==> config.mk <==
export PLATFORM = sky130hd
export DESIGN_NAME = mult_fix_seq
export DESIGN_NICKNAME = d
export VERILOG_FILES = /design/src/rtl/mult_fix_pkg.sv /design/src/rtl/mult_fix_seq_core.sv /design/src/rtl/mult_fix_seq.sv
export SDC_FILE = /design/constraint.sdc
export NUM_CORES = 1
export LEC_CHECK = 0
export ABC_AREA = 1
export CORE_ASPECT_RATIO = 1.75
export CORE_MARGIN = 8
export CORE_UTILIZATION = 50
export DETAILED_ROUTE_END_ITERATION = 6
export GPL_TIMING_DRIVEN = 0
export PLACE_DENSITY = 0.77
export SYNTH_ARGS = -nofsm -noshare
export SYNTH_HDL_FRONTEND = slang
export SYNTH_SLANG_ARGS = --single-unit
==> constraint.sdc <==
create_clock -name clk -period 2.8 [get_ports clk]
set_clock_uncertainty 0.05 [all_clocks]
set_input_delay 0.42 -clock clk [delete_from_list [all_inputs] [get_ports clk]]
set_output_delay 0.42 -clock clk [all_outputs]
set_load 0.02 [all_outputs]
==> src/rtl/mult_fix_pkg.sv <==
// Shared types and the output alignment helper for the sequential fixed-point multiplier.
// Consumers select saturation through the MULT_FIX_SEQ_SAT_EN build macro.
package mult_fix_pkg;

  typedef enum logic [1:0] {
    IDLE = 2'd0,
    BUSY = 2'd1,
    DONE = 2'd2
  } state_t;

  // Working width for alignment; wide enough for any supported 2*DW product.
  localparam int MAXW = 128;

  typedef struct packed {
    logic            ovf;
    logic [MAXW-1:0] value;
  } align_t;

  // Round half-up at the bit below the kept LSB, drop `shift` fraction bits,
  // and optionally clamp into a signed dw-bit range.
  function automatic align_t round_align(
    input logic signed [MAXW-1:0] ful,
    input int                     shift,
    input int                     dw,
    input logic                   sat
  );
    logic signed [MAXW-1:0] half;
    logic signed [MAXW-1:0] rounded;
    logic signed [MAXW-1:0] lo;
    logic signed [MAXW-1:0] hi;
    align_t                 res;
    half    = (shift > 0) ? (MAXW'(1) << (shift - 1)) : '0;
    rounded = (ful + half) >>> shift;
    lo      = '1;
    lo      = lo <<< (dw - 1);
    hi      = ~lo;
    res.ovf   = 1'b0;
    res.value = rounded;
    if (sat) begin
      if (rounded > hi) begin
        res.value = hi;
        res.ovf   = 1'b1;
      end else if (rounded < lo) begin
        res.value = lo;
        res.ovf   = 1'b1;
      end
    end
    return res;
  endfunction

endpackage

==> src/rtl/mult_fix_seq_core.sv <==
// Radix-2 Booth sequential multiplier datapath: load latches the operands,
// each step retires one multiplier bit, done rises after DW steps.
module booth_seq_core
  import mult_fix_pkg::*;
#(
  parameter int DW = 32
) (
  input  logic                 clk,
  input  logic                 rst,
  input  logic                 load,
  input  logic                 step,
  input  logic [DW-1:0]        a,
  input  logic [DW-1:0]        b,
  output logic                 done,
  output logic [2*DW-1:0]      product
);

  localparam int CW = $clog2(DW + 1);

  // One guard bit so that subtracting -2^(DW-1) cannot overflow the accumulator.
  logic [DW:0]   acc;
  logic [DW:0]   mcand;
  logic [DW-1:0] mq;
  logic          q_m1;
  logic [CW-1:0] cnt;
  logic [DW:0]   sum;

  // NOTE: every always_comb output gets a default first so no path leaves it
  // unassigned, which would otherwise infer a latch.
  always_comb begin
    sum = acc;
    case ({mq[0], q_m1})
      2'b01:   sum = acc + mcand;
      2'b10:   sum = acc - mcand;
      default: sum = acc;
    endcase
  end

  assign done    = (cnt == CW'(DW));
  assign product = {acc[DW-1:0], mq};

  // NOTE: state registers use non-blocking assignments so every register
  // samples the pre-edge values regardless of statement order.
  always_ff @(posedge clk) begin
    if (rst) begin
      acc   <= '0;
      mcand <= '0;
      mq    <= '0;
      q_m1  <= 1'b0;
      cnt   <= '0;
    end else if (load) begin
      acc   <= '0;
      mcand <= {a[DW-1], a};
      mq    <= b;
      q_m1  <= 1'b0;
      cnt   <= '0;
    end else if (step && !done) begin
      // Arithmetic shift right of {acc, mq, q_m1} after the add/subtract.
      acc   <= {sum[DW], sum[DW:1]};
      mq    <= {sum[0], mq[DW-1:1]};
      q_m1  <= mq[0];
      cnt   <= cnt + CW'(1);
    end
  end

endmodule

==> src/rtl/mult_fix_seq.sv <==
// Sequential signed fixed-point multiplier with valid/ready handshakes and a tag.
// Build macro MULT_FIX_SEQ_SAT_EN: clamp c_out and flag ovf instead of wrapping.
module mult_fix_seq
  import mult_fix_pkg::*;
#(
  parameter int DW     = 32,
  parameter int INT1_I = 16,
  parameter int INT2_I = 16,
  parameter int INT3_O = 16,
  parameter int TAGW   = 4
) (
  input  logic                   clk,
  input  logic                   rst,
  input  logic                   in_valid,
  output logic                   in_ready,
  input  logic signed [DW-1:0]   a_in,
  input  logic signed [DW-1:0]   b_in,
  input  logic [TAGW-1:0]        tag_in,
  output logic                   out_valid,
  input  logic                   out_ready,
  output logic signed [DW-1:0]   c_out,
  output logic signed [2*DW-1:0] c_ful,
  output logic [TAGW-1:0]        tag_out,
  output logic                   ovf
);

  localparam int FRQ1_I = DW - INT1_I;
  localparam int FRQ2_I = DW - INT2_I;
  localparam int FRQ3_O = DW - INT3_O;
  localparam int SHIFT  = FRQ1_I + FRQ2_I - FRQ3_O;

`ifdef MULT_FIX_SEQ_SAT_EN
  localparam logic SAT = 1'b1;
`else
  localparam logic SAT = 1'b0;
`endif

  if (INT3_O > INT1_I + INT2_I || FRQ3_O > FRQ1_I + FRQ2_I || 2 * DW >= MAXW)
  begin : g_bad_format
    $error("mult_fix_seq: output format does not fit the product format");
  end

  state_t              state;
  logic [TAGW-1:0]     tag_q;
  logic                load;
  logic                step;
  logic                core_done;
  logic [2*DW-1:0]     product;
  logic signed [MAXW-1:0] ful_ext;
  align_t              al;
  logic                ovf_next;
  logic                unused_hi;

  assign load = in_valid && in_ready;
  assign step = (state == BUSY);

  booth_seq_core #(
    .DW (DW)
  ) u_core (
    .clk     (clk),
    .rst     (rst),
    .load    (load),
    .step    (step),
    .a       (a_in),
    .b       (b_in),
    .done    (core_done),
    .product (product)
  );

  assign ful_ext = {{(MAXW - 2 * DW){product[2*DW-1]}}, product};

  always_comb begin
    al = round_align(ful_ext, SHIFT, DW, SAT);
`ifdef MULT_FIX_SEQ_SAT_EN
    ovf_next = al.ovf;
`else
    ovf_next = 1'b0;
`endif
  end

  // Bits above DW are discarded: wrapped, or already clamped into range.
  assign unused_hi = ^al.value[MAXW-1:DW];

  always_ff @(posedge clk) begin
    if (rst) begin
      state     <= IDLE;
      in_ready  <= 1'b1;
      out_valid <= 1'b0;
      c_out     <= '0;
      c_ful     <= '0;
      tag_out   <= '0;
      tag_q     <= '0;
      ovf       <= 1'b0;
    end else begin
      case (state)
        IDLE: begin
          if (in_valid) begin
            state    <= BUSY;
            in_ready <= 1'b0;
            tag_q    <= tag_in;
          end
        end
        BUSY: begin
          if (core_done) begin
            state     <= DONE;
            out_valid <= 1'b1;
            c_ful     <= product;
            c_out     <= al.value[DW-1:0];
            ovf       <= ovf_next;
            tag_out   <= tag_q;
          end
        end
        DONE: begin
          if (out_ready) begin
            state     <= IDLE;
            out_valid <= 1'b0;
            in_ready  <= 1'b1;
          end
        end
        default: begin
          state     <= IDLE;
          in_ready  <= 1'b1;
          out_valid <= 1'b0;
        end
      endcase
    end
  end

endmodule

==> impl_metrics.env <==
export IMPL_status="complete, but fails checks"
export IMPL_violations="negative setup slack"
export IMPL_worstRegToRegCells=22
export IMPL_setup_tns_ps=-4770
export IMPL_layout_drive_gt1_share=0.164
export IMPL_clock_fmax_mhz=321
export IMPL_worst_setup_path_start_kind="flip-flop"
export IMPL_dr_pass1_iters=5
export IMPL_min_delay_start="c_out[21]"
export IMPL_clk_latency_ps=520
export IMPL_netlist_area_mm2=0.0119
export IMPL_finalNetCount=2214
export IMPL_async_reset_ff_frac=0
export IMPL_cts_sinks=211
export IMPL_ios=175
export IMPL_htreeDepth=1
export IMPL_cts_path_max_buffers=3
export IMPL_finalCritPeriodShare=1.11
export IMPL_num_rows=74
export IMPL_hold_path_class="flip-flop to flip-flop"
export IMPL_dp_hpwl_um=36400
export IMPL_wirelength_um=47000
export IMPL_min_path_cells=2
export IMPL_tightestPinTransition_ps=832
export IMPL_fin_ws_ps=-315
export IMPL_powerDensity_mw_per_mm2=500
export IMPL_finalHoldViolCount=0
export IMPL_use_met1=0.274
export IMPL_fp_dieH_um=220
export IMPL_dieArea_mm2=0.0292
export IMPL_routedWlPerCell_um=19.4
export IMPL_synthCells=1865
export IMPL_synth_net_count=1975
export IMPL_io_buffer_count=172
export IMPL_yosysSeqAreaShare=0.355
export IMPL_max_cap_violations=0
export IMPL_cts_root_buf="clkbuf_16"
export IMPL_grt_max_degree=16
export IMPL_synthDominantCellAreaShare=0.355
export IMPL_area_growth_pct=36.5
export IMPL_track_usage=0.309
export IMPL_post_route_drc_count=0
export IMPL_grt_remaining_overflow=0
export IMPL_slew_viol_final=0
export IMPL_grtUsageMet2=0.594
export IMPL_r2r_end="u_core.acc[26]"
export IMPL_r2r_start="u_core.mcand[2]"
export IMPL_first_global_vias=13729
export IMPL_vias_per_cell=5.50
export IMPL_grt_use_met3=0.0486
export IMPL_die_w_um=133
export IMPL_critical_path_class="flip-flop to flip-flop"
export IMPL_worstPathRequired_ps=3130
export IMPL_first_iter_violations=786
export IMPL_synth_top_flop_cell="dfxtp_1"
export IMPL_arrival_ps=3440
export IMPL_yosys_top_cells_area="dfxtp_1, nand2_1, nor2_1, inv_1, o21ai_0"
export IMPL_hold_end="c_out[21]"
export IMPL_tritoncts="yes"
export IMPL_maxSlewHeadroom=0.446
export IMPL_cts_buffers_inserted=20
export IMPL_rsz0062_at_grt="yes"
export IMPL_instances_no_fill=2423
export IMPL_vias=13327
export IMPL_min_period_ps=3120
export IMPL_dp_cells=2341
export IMPL_synth_edf_count=0
export IMPL_cp_end_kind="flip-flop"
export IMPL_setup_viol=23
export IMPL_hold_buffers=0
export IMPL_core_mm2=0.0233
export IMPL_yosysUniqueCellTypes=46
export IMPL_reg2reg_setup_slack_ps=-320
export IMPL_avgSynthCellArea_um2=6.38
export IMPL_initial_core_util=0.510
export IMPL_synth_top_area_cell="dfxtp_1"
export IMPL_globalplace_congestion=0.963
export IMPL_yosysWarnings=0
export IMPL_ys_seq_elements=211
export IMPL_peakVddDrop_mv=0.470
export IMPL_n_fill_cell=2074
export IMPL_antenna_found_initial=3
export IMPL_clkTransAtPathRegs_ps=70
export IMPL_grt_busiest_layer="met2"
export IMPL_finalCoreUtilization=0.696
export IMPL_drtAntennaViolNets=0
export IMPL_grt_pass1_wl_um=71200
export IMPL_p_leak_nw=6.98
export IMPL_path_max_fanout=4
cell usage after synthesis (5+ instances only):
| library cell | n |
|---|---|
| nand3_1 | 87 |
| a31oi_1 | 34 |
| dfxtp_1 | 211 |
| buf_2 | 14 |
| inv_1 | 204 |
| clkbuf_1 | 54 |
| nand2_1 | 478 |
| nor3_1 | 32 |
| nand4_1 | 11 |
| xnor2_1 | 18 |
| buf_1 | 14 |
| a21oi_1 | 133 |
| o21ai_0 | 135 |
| ha_1 | 37 |
| o211ai_1 | 5 |
| nor2_1 | 304 |
| xor2_1 | 45 |
critical path: stages, from the launching register on:
cell,delay (ps)
dfxtp_1,330
inv_2,80
nand3_2,80
nor2_1,130
nand2_1,110
nor3_4,180
nand2_2,120
nor2_4,150
nand2_1,70
nand2_2,150
o211ai_1,110
nand2_1,90
inv_2,60
ha_4,320
nand2_4,80
nor2_4,130
inv_1,60
nor3_1,170
nand2_1,120
nand3_1,100
nand3_2,100
nand2_1,100
a21oi_1,60
metrics by stage:
| stage | power (mW) | instance area (um^2) | worst slack [ps] | hold slack, ps |
|---|---|---|---|---|
| finish | 8.11 | 16200 | -315 | 419 |
| global placement | 4.81 | 14000 | -973 | 392 |
| global route | 8.42 | 16200 | -527 | 448 |
| floorplan | 4.26 | 11900 | 2.54 | 383 |
| detailed placement | 4.81 | 14000 | -981 | 403 |
| CTS | 7.81 | 15500 | -348 | 410 |
kinds of logic after synthesis:
kind of cell | count (synthesis) | synth area share
XOR/XNOR | 63 | 0.0464
other | 1 | 0.000315
AO/OA/AOI/OAI | 325 | 0.146
adder cells (fa/ha/maj) | 38 | 0.0406
AND/OR/NAND/NOR | 935 | 0.317
flip-flops | 211 | 0.355
buffers and inverters | 292 | 0.0942
registers in the layout (all words and copies together), names as in the netlist:
register      cells
u_core.cnt        6
state             2
out_valid         1
c_ful            64
tag_out           4
u_core.mcand     32
tag_q             4
u_core.acc       32
c_out            32
u_core.mq        32
u_core.q_m1       1
in_ready          1
cell usage in the layout, fill, tap and decap left out, types with 8 or more instances in the layout:
master and count:
nand2_1 398, nor3_1 29, clkdlybuf4s50_1 172, nand4_1 11, dfxtp_1 205, nor2_4 13, nand2_2 64, clkbuf_16 20
nor2_2 23, ha_1 11, a21oi_2 25, a31oi_1 33, clkbuf_1 53, inv_1 182, nand2_4 18, inv_2 25
nand3_2 14, xnor2_1 15, xor2_2 8, buf_4 43, nor2_1 272, ha_4 24, xor2_1 34, a21oi_1 105
buf_2 14, o21ai_0 129, buf_1 13, nand3_1 73
final cells by class:
| type | count | area, um^2 | share of cell area |
|---|---|---|---|
| multi-input combinational | 1362 | 7720 | 0.475 |
| antenna | 3 | 7.51 | 0.000462 |
| buffer | 83 | 359 | 0.0221 |
| clock inverter | 7 | 78.8 | 0.00486 |
| timing repair buffer | 218 | 2100 | 0.129 |
| tap | 304 | 380 | 0.0234 |
| sequential | 211 | 4230 | 0.261 |
| clock buffer | 27 | 577 | 0.0355 |
| inverter | 208 | 783 | 0.0482 |
routing by layer:
layer  vias up  wire [um]
met4         0       4290
met1      6141      15300
met3       206       2510
li1       6430          -
met2       550      24900
met5         -          0
how the worst max path moves through the flow:
stage                         start  depth (start not counted)  slack (ps)        endpoint
global route        u_core.mcand[1]                         20        -530  u_core.acc[24]
CTS                 u_core.mcand[0]                         21        -350  u_core.acc[28]
finish              u_core.mcand[2]                         22        -320  u_core.acc[26]
floorplan           u_core.mcand[0]                         20           3  u_core.acc[26]
global placement       u_core.mq[0]                         18        -970  u_core.acc[30]
detailed placement     u_core.mq[0]                         20        -980  u_core.acc[23]
power by group:
group / switching, mW / internal [mW]
sequential: 0.162 / 3.10
combinational: 1.27 / 0.824
clock: 1.21 / 1.54
total: 2.64 / 5.47
timing repair:
item	4_1_cts	5_1_grt
endpoints found under the setup margin	31	28
pin swaps	53	92
hold endpoints to repair	0	0
buffers inserted	19	27
resized for setup	156	149
No activity file was read; power rests on OpenSTA's default activity.
